$ cat config.mk
export PLATFORM = sky130hd
export DESIGN_NAME = mem_arbiter_rr
export DESIGN_NICKNAME = d
export VERILOG_FILES = /design/src/rtl/mem_arbiter_rr.sv
export SDC_FILE = /design/constraint.sdc
export NUM_CORES = 1
export LEC_CHECK = 0
export ABC_AREA = 1
export ABC_CLOCK_PERIOD_IN_PS = 1980
export BUFFER_PORTS_ARGS = -buffer_cell sky130_fd_sc_hd__buf_2
export CAP_MARGIN = 5
export CORE_MARGIN = 2
export CORE_UTILIZATION = 30
export DETAILED_ROUTE_END_ITERATION = 8
export GPL_TIMING_DRIVEN = 1
export PLACE_DENSITY = 0.59
export RECOVER_POWER = 50
export SETUP_SLACK_MARGIN = 0.15
export SLEW_MARGIN = 20
export SYNTH_ARGS = -nofsm -noshare
export SYNTH_HDL_FRONTEND = slang
export SYNTH_SLANG_ARGS = --single-unit
$ cat constraint.sdc
create_clock -name clk -period 1.98 [get_ports clk]
set_clock_uncertainty 0.1 [all_clocks]
set_input_delay 0.099 -clock clk [delete_from_list [all_inputs] [get_ports clk]]
set_output_delay 0.099 -clock clk [all_outputs]
set_load 0.005 [all_outputs]
$ cat src/rtl/mem_arbiter_rr.sv
// Round-robin read arbiter: N cache ports share one memory read channel,
// with a single request outstanding and a registered shared response word.
module mem_arbiter_rr #(
  parameter int N_PORTS    = 4,
  parameter int ADDR_WIDTH = 16,
  parameter int DWIDTH     = 16
) (
  input  logic                          clk,
  input  logic                          rst,
  input  logic [N_PORTS-1:0]            req_valid,
  input  logic [N_PORTS*ADDR_WIDTH-1:0] req_addr,
  output logic [N_PORTS-1:0]            req_ready,
  output logic [DWIDTH-1:0]             resp_data,
  output logic                          mem_rd_valid,
  output logic [ADDR_WIDTH-1:0]         mem_rd_addr,
  input  logic                          mem_rd_ready,
  input  logic [DWIDTH-1:0]             mem_rd_data,
  input  logic                          mem_rd_data_valid,
  output logic                          busy
);

  localparam int IDX_W = (N_PORTS > 1) ? $clog2(N_PORTS) : 1;

  typedef enum logic [2:0] {
    S_IDLE,
    S_ISSUE,
    S_WAIT,
    S_GRANT,
    S_DELIVER
  } state_e;

  state_e                  state_q, state_d;
  logic [IDX_W-1:0]        idx_q, idx_d;
  logic [IDX_W-1:0]        last_q, last_d;
  logic [ADDR_WIDTH-1:0]   addr_q, addr_d;
  logic [DWIDTH-1:0]       resp_q, resp_d;

  logic [ADDR_WIDTH-1:0]   port_addr [N_PORTS];
  logic [IDX_W-1:0]        pick;
  logic                    pick_found;

  for (genvar gi = 0; gi < N_PORTS; gi++) begin : g_unpack
    assign port_addr[gi] = req_addr[gi*ADDR_WIDTH +: ADDR_WIDTH];
  end

  // Search upward from the port after the last grant, wrapping once around.
  always_comb begin
    pick       = '0;
    pick_found = 1'b0;
    for (int k = 1; k <= N_PORTS; k++) begin
      int               cand;
      logic [IDX_W-1:0] cand_idx;
      cand = int'(last_q) + k;
      if (cand >= N_PORTS) cand = cand - N_PORTS;
      cand_idx = IDX_W'(cand);
      if (!pick_found && req_valid[cand_idx]) begin
        pick_found = 1'b1;
        pick       = cand_idx;
      end
    end
  end

  always_comb begin
    state_d   = state_q;
    idx_d     = idx_q;
    last_d    = last_q;
    addr_d    = addr_q;
    resp_d    = resp_q;
    req_ready = '0;
    case (state_q)
      S_IDLE: begin
        if (pick_found) begin
          idx_d   = pick;
          addr_d  = port_addr[pick];
          state_d = S_ISSUE;
        end
      end
      S_ISSUE: begin
        if (mem_rd_ready) state_d = S_WAIT;
      end
      S_WAIT: begin
        if (mem_rd_data_valid) begin
          resp_d  = mem_rd_data;
          state_d = S_GRANT;
        end
      end
      S_GRANT: begin
        // A port that withdrew meanwhile gets no pulse but still loses its turn.
        req_ready[idx_q] = req_valid[idx_q];
        last_d           = idx_q;
        state_d          = S_DELIVER;
      end
      S_DELIVER: begin
        state_d = S_IDLE;
      end
      default: begin
        state_d = S_IDLE;
      end
    endcase
  end

  always_ff @(posedge clk) begin
    if (rst) begin
      state_q <= S_IDLE;
      idx_q   <= '0;
      last_q  <= IDX_W'(N_PORTS - 1);
      addr_q  <= '0;
      resp_q  <= '0;
    end else begin
      state_q <= state_d;
      idx_q   <= idx_d;
      last_q  <= last_d;
      addr_q  <= addr_d;
      resp_q  <= resp_d;
    end
  end

  assign mem_rd_valid = (state_q == S_ISSUE);
  assign mem_rd_addr  = addr_q;
  assign resp_data    = resp_q;
  assign busy         = (state_q != S_IDLE);

endmodule

Yosys cells after proc, flatten, opt, wreduce, memory -nomap -nowiden
Index checks and enable logic that the tools add are counted.
{"block": "totals", "wordCells": 76, "output_inout_bits": 38, "register_bits": 39, "in_bits": 88}
{"block": "classes", "n_lt_le_gt_ge": 11, "reduce_logical": 12, "add_sub_neg": 8, "eq_ne": 6, "bitwise": 2, "muxes": 32}
{"op": "$bmux W16 S2", "count": 1}
{"op": "$mux W16", "count": 2}
{"op": "$mux W2", "count": 8}
{"op": "$lt A2 B3 Y1 const B", "count": 5}
{"op": "$ge A3 B3 Y1 const B", "count": 4}
{"op": "$pmux W3 S4", "count": 1}
{"op": "$bmux W1 S2", "count": 5}
{"op": "$mux W1", "count": 10}
{"op": "$mux W3", "count": 3}
{"op": "$sub A2 B1 Y2 const B", "count": 4}
{"op": "$add A2 B2 Y3 const B", "count": 2}
{"op": "$eq A3 B2 Y1 const B", "count": 2}
{"op": "$add A2 B3 Y4 const B", "count": 1}
{"op": "$and A4 B4 Y4", "count": 1}
{"op": "$ge A4 B3 Y1 const B", "count": 1}
{"op": "$logic_and A1 B1 Y1", "count": 4}
{"op": "$mux W4", "count": 1}
{"op": "$ne A2 B2 Y1 const B", "count": 2}
{"op": "$reduce_and A2 Y1", "count": 2}
{"op": "$add A2 B1 Y3 const B", "count": 1}
{"op": "$eq A3 B1 Y1 const B", "count": 1}
{"op": "$logic_not A1 Y1", "count": 3}
{"op": "$logic_not A3 Y1", "count": 1}
{"op": "$not A2 Y3", "count": 1}
{"op": "5 further kinds", "count": 5}

Longest topological paths before layout
{"block": "logic_depth", "ltp_word": 19, "mapped_depth": 17, "depth_no_buf": 15}

Least setup slack after synthesis
OpenSTA, ideal clock, no wires.
{"block": "synth_path", "kind": "register to register", "startpoint": "register last_q[0]", "endpoint": "register addr_q[10] (netlist: mem_rd_addr[10])", "setup_ps": 113, "required_ps": 1767, "n_path_buf": 2, "period_less_slack_ps": 1763, "setup_slack_ps": 217, "stages_incl_launch_ff": 16, "arrival_ps": 1551, "cell_sequence": "dfxtp_1 > buf_6 > inv_12 > nand2_2 > nand2_1 > nand2_2 > nand2_4 > nor2_8 > nand2_1 > nor2_1 > nand2_1 > nand2_4 > nand2_2 > buf_2 > nor2_1 > nor2_1"}
{"block": "synth_via", "elab_chain_cells": 19, "word_cells_on_any_way": 43, "cone_classes": "add/sub: 8; order compare: 4; mux: 23; bitwise: 1; reduce/logical: 7"}
{"element": "from (decl)", "line_no": "34", "source": "logic [IDX_W-1:0] last_q, last_d;"}
{"element": "from (signal assigned)", "line_no": "106", "source": "last_q <= IDX_W'(N_PORTS - 1);"}
{"element": "from (signal assigned)", "line_no": "112", "source": "last_q <= last_d;"}
{"element": "$add A2 B1 Y3", "line_no": "53", "source": "cand = int'(last_q) + k;"}
{"element": "$ge A3 B3 Y1 or $sub A2 B1 Y2 (tied branches)", "line_no": "54", "source": "if (cand >= N_PORTS) cand = cand - N_PORTS;"}
{"element": "$mux W2", "line_no": "54"}
{"element": "$bmux W1 S2", "line_no": "56", "source": "if (!pick_found && req_valid[cand_idx]) begin"}
{"element": "$mux W1 (not written as such)", "line_no": "56"}
{"element": "$mux W1", "line_no": "56"}
{"element": "$logic_not A1 Y1", "line_no": "56"}
{"element": "$logic_and A1 B1 Y1", "line_no": "56"}
{"element": "[2 not listed]"}
{"element": "$logic_and A1 B1 Y1", "line_no": "56"}
{"element": "$mux W1", "line_no": "56"}
{"element": "$logic_not A1 Y1", "line_no": "56"}
{"element": "$logic_and A1 B1 Y1", "line_no": "56"}
{"element": "$mux W2", "line_no": "56"}
{"element": "$not A2 Y3 (not written as such)", "line_no": "74", "source": "addr_d = port_addr[pick];"}
{"element": "$bmux W16 S2", "line_no": "74"}
{"element": "$mux W16 (not written as such) (2 in series)", "line_no": "74"}
{"element": "to (signal assigned)", "line_no": "113", "source": "addr_q <= addr_d;"}
{"element": "to (decl)", "line_no": "35", "source": "logic [ADDR_WIDTH-1:0] addr_q, addr_d;"}
Parallel ways exist; a longest one is shown, timed or not. The select of a mux whose other input is x is not followed.
A chain may end at the register's enable or synchronous reset.

Worst setup path in the final report
{"block": "layout_path", "startpoint": "register last_q[0]", "endpoint": "register addr_q[12] (netlist: mem_rd_addr[12])"}
The elaborated chain is that of the path after synthesis.

==> metrics.cfg <==
[floorplanning]
rows=33
fp.dieH_um=95.5
die_w_um=95.5
start_util_pct=30.7
pin_count=126
die_area_um2=9120
core_area_um2=8180

[grt]
grt_pass1_vias=2546
grt-busiest-layer=met2
grtUsageMet1_pct=18.2
track_usage_pct=15.1
grtUsageMet2_pct=27.4
grt_max_degree=26
antenna_found_initial=0
grt_util_met3_pct=3.79
grt_pass1_wl_um=11000
overflow=0

[sta]
min_period_ns=1.85
rsz0062_at_grt=yes
finalCritPeriodShare_pct=93.6
hold_viol_final=0
final_max_slew_viol_count=0
fmax_mhz=540
layout_setup_ws_ns=0.127
setup_viol_count_final=0
worst-slew-pin-transition_ns=0.548
slew-limit-headroom_pct=63.3

[place]
finalWeightedCongestion=0.764
port_buffers=125
post-dp-hpwl_um=5340
place_area_um2=3260
preCtsSetupSlack_ns=-0.0243

[drt]
drcViolationCount=0
detail_route.wl_per_cell_um=11.5
ant_nets=0
drt_wl_total_um=7580
drt_first_iter_violations=87
vias=2969
vias_per_cell=4.51
firstDrtPassIters=5

[synthesis]
ys_ff_latch=39
synthDistinctLibCells=30
synth-simple-area-share_pct=51.4
synthTopCellsByArea=dfxtp_1 31%, nand2_1 19%, nand3_1 11%
syn-num-nets=488
syn_area_um2=2510
synthAdderAreaFrac_pct=0
yosysSeqAreaShare_pct=31.1
ys.warnings.count=0
synthMuxAreaShare_pct=0
synth.top_cell.area_share_pct=31.1
yosys.area.top_type=dfxtp_1
synth_top_family_by_area=simple AND/OR/NAND/NOR gates
synthXorXnorAreaFrac_pct=0
synth-compound-area-share_pct=5.23
synth.avg_cell_area_um2=6.28
syn_inst=400

[pwr]
ir_worst_vdd_v=0.000556
p_leak_nw=1.96
powerDensity_nw_per_um2=1200

[clocking]
clockBufferDepth=2
cts_tree=built
clk_pin_slew_ns=0.08
clk_latency_ns=0.28
cts_buffers=5
clkSinkCount=39
htreeDepth=2
clock_tree.root_cell=clkbuf_8

[critical_path]
crit_family=simple AND/OR/NAND/NOR gates
r2r_slack_ns=0.13
worstPathArrival_ns=1.93
endpoint_kind=register
r2r-start=last_q[0]$_SDFFE_PP1P_
reg2reg_to=mem_rd_addr[12]$_SDFFE_PP0P_
rr_worst_depth=14
critPathSlowestCell=dfxtp_2
cpPeakStageDelay_ns=0.33
crit_path_cell_trace=buf_12 > inv_12 > nand2_2 > nand3_2 > nand2_4 > nor2_8 > nand3_4 > nand2_4 > nand2_8 > clkbuf_16 > nand2_2 > nand2_1 > nor2_1 > nor2_1
path_class=register to register
critPathBufInv=3
start_kind=register
required_ns=2.06
path_max_fanout=8

[cells_and_area]
area_growth_pct=50.1
drive_above_1_share_pct=32.9
design_area_um2=3770
fin_nets=640
diodes=0
fin_util_pct=46.1

[run_status]
status=completed

[worst_hold_path]
hp-start=req_addr[34]
min_path_cells=5
min_to=mem_rd_addr[2]$_SDFFE_PP0P_
hold_path.class=primary input to register

[run]
cap_viol_max_count=0

==> cell usage after synthesis, drive strengths merged <==
library cell  number
nor4               2
o211ai             2
nand4              3
o2111ai            1
nand2            146
nor2              66
inv               42
o21ai              1
nor3               2
clkbuf             7
or2                2
nand3             56
buf               12
a21oi             18
a211oi             1
dfxtp             39
==> worst reg2reg max path, cell delays in order, from the launching register on <==
cell	delay, ns
dfxtp_2	0.33
buf_12	0.14
inv_12	0.08
nand2_2	0.06
nand3_2	0.10
nand2_4	0.08
nor2_8	0.11
nand3_4	0.10
nand2_4	0.12
nand2_8	0.11
clkbuf_16	0.18
nand2_2	0.05
nand2_1	0.05
nor2_1	0.10
nor2_1	0.05
==> worst max path at each step <==
stage	slack, ns	cells past startpoint	to	from
finish	0.13	14	mem_rd_addr[12]$_SDFFE_PP0P_	last_q[0]$_SDFFE_PP1P_
global route	0.005	15	mem_rd_addr[1]$_SDFFE_PP0P_	last_q[0]$_SDFFE_PP1P_
CTS	0.11	15	mem_rd_addr[15]$_SDFFE_PP0P_	last_q[0]$_SDFFE_PP1P_
detailed placement	-0.02	13	mem_rd_addr[4]$_SDFFE_PP0P_	last_q[1]$_SDFFE_PP1P_
global placement	0.03	13	mem_rd_addr[9]$_SDFFE_PP0P_	last_q[0]$_SDFFE_PP1P_
floorplan	0.22	15	mem_rd_addr[10]$_SDFFE_PP0P_	last_q[0]$_SDFFE_PP1P_
==> kinds of logic (layout without fill, tap and decap cells) <==
logic type	Yosys count	count (layout)
AND/OR/NAND/NOR	277	278
buffers and inverters	61	213
AO/OA/AOI/OAI	23	23
flip-flops	39	39
==> routing by layer <==
layer,wire (µm),share of wire [%]
met4,15,0.20
met3,511,6.7
met1,3270,43
met2,3780,50
met5,0,0
==> cell usage in the layout (no fill, tap or decap) <==
master         Yosys  routed
nand3_2            2       4
nor2_1            63      61
nor2_4             2       2
o2111ai_1          1       1
buf_4              3      14
a211oi_2           1       1
o21ai_1            0       1
inv_8              0       2
inv_4              1       1
nor4_2             0       1
nor2_8             1       1
nor4_1             2       1
clkbuf_16          0       2
o211ai_1           2       2
buf_6              6       1
nand4_1            3       3
clkbuf_1           7      28
dfxtp_2            0       1
clkbuf_8           0       6
or2_2              2       2
dlygate4sd3_1      0      16
dfxtp_1           39      37
nor3_1             2       2
nand2_2           10      14
dfxtp_4            0       1
inv_2              3       2
nand2_4            9      17
nand2_8            1       1
nand3_1           53      50
clkinv_2           0       1
inv_12             1       1
buf_2              2      97
a21oi_1           18      18
buf_12             0       5
nand3_4            1       2
bufinv_16          0       1
nor2_2             0       2
nand2_1          126     115
inv_1             36      36
==> metrics by stage <==
stage          setup TNS (ns)  hold slack (ns)  instances  total power [W]
3_3_place_gp                0            0.275        622          0.00339
6_report                    0           0.0335        658          0.00453
3_5_place_dp          -0.0624            0.280        622          0.00342
5_1_grt                     0           0.0499        658          0.00493
2_1_floorplan               0            0.165        400          0.00276
4_1_cts                     0           0.0156        653          0.00433
==> what timing repair did <==
action,in CTS,in global routing
hold buffers,16,0
pin swaps,7,9
gates cloned,0,4
resized for setup,8,25
setup buffers,7,1
hold endpoints to repair,16,0
endpoints found under the setup margin,17,19
==> layout make-up <==
class                           count  area [µm²]
Fill cell                         869        4400
Inverter                           42         188
Timing Repair Buffer              163        1020
Sequential cell                    39         786
Clock buffer                        6        82.6
Multi-Input combinational cell    301        1530
Tap cell                          105         131
Clock inverter                      2        35.0
==> registers in the layout, summed over array words and instances (netlist names) <==
signal and cells:
state_q 3, last_q 2, resp_data 16, mem_rd_addr 16, idx_q 2
==> report_power, final <==
part / total [W] / internal [W] / switching (W)
sequential: 0.00117 / 0.00102 / 0.000150
clock: 0.000684 / 0.000408 / 0.000276
combinational: 0.00268 / 0.00115 / 0.00152
total: 0.00453 / 0.00258 / 0.00195
(Power assumes the default switching activity.)
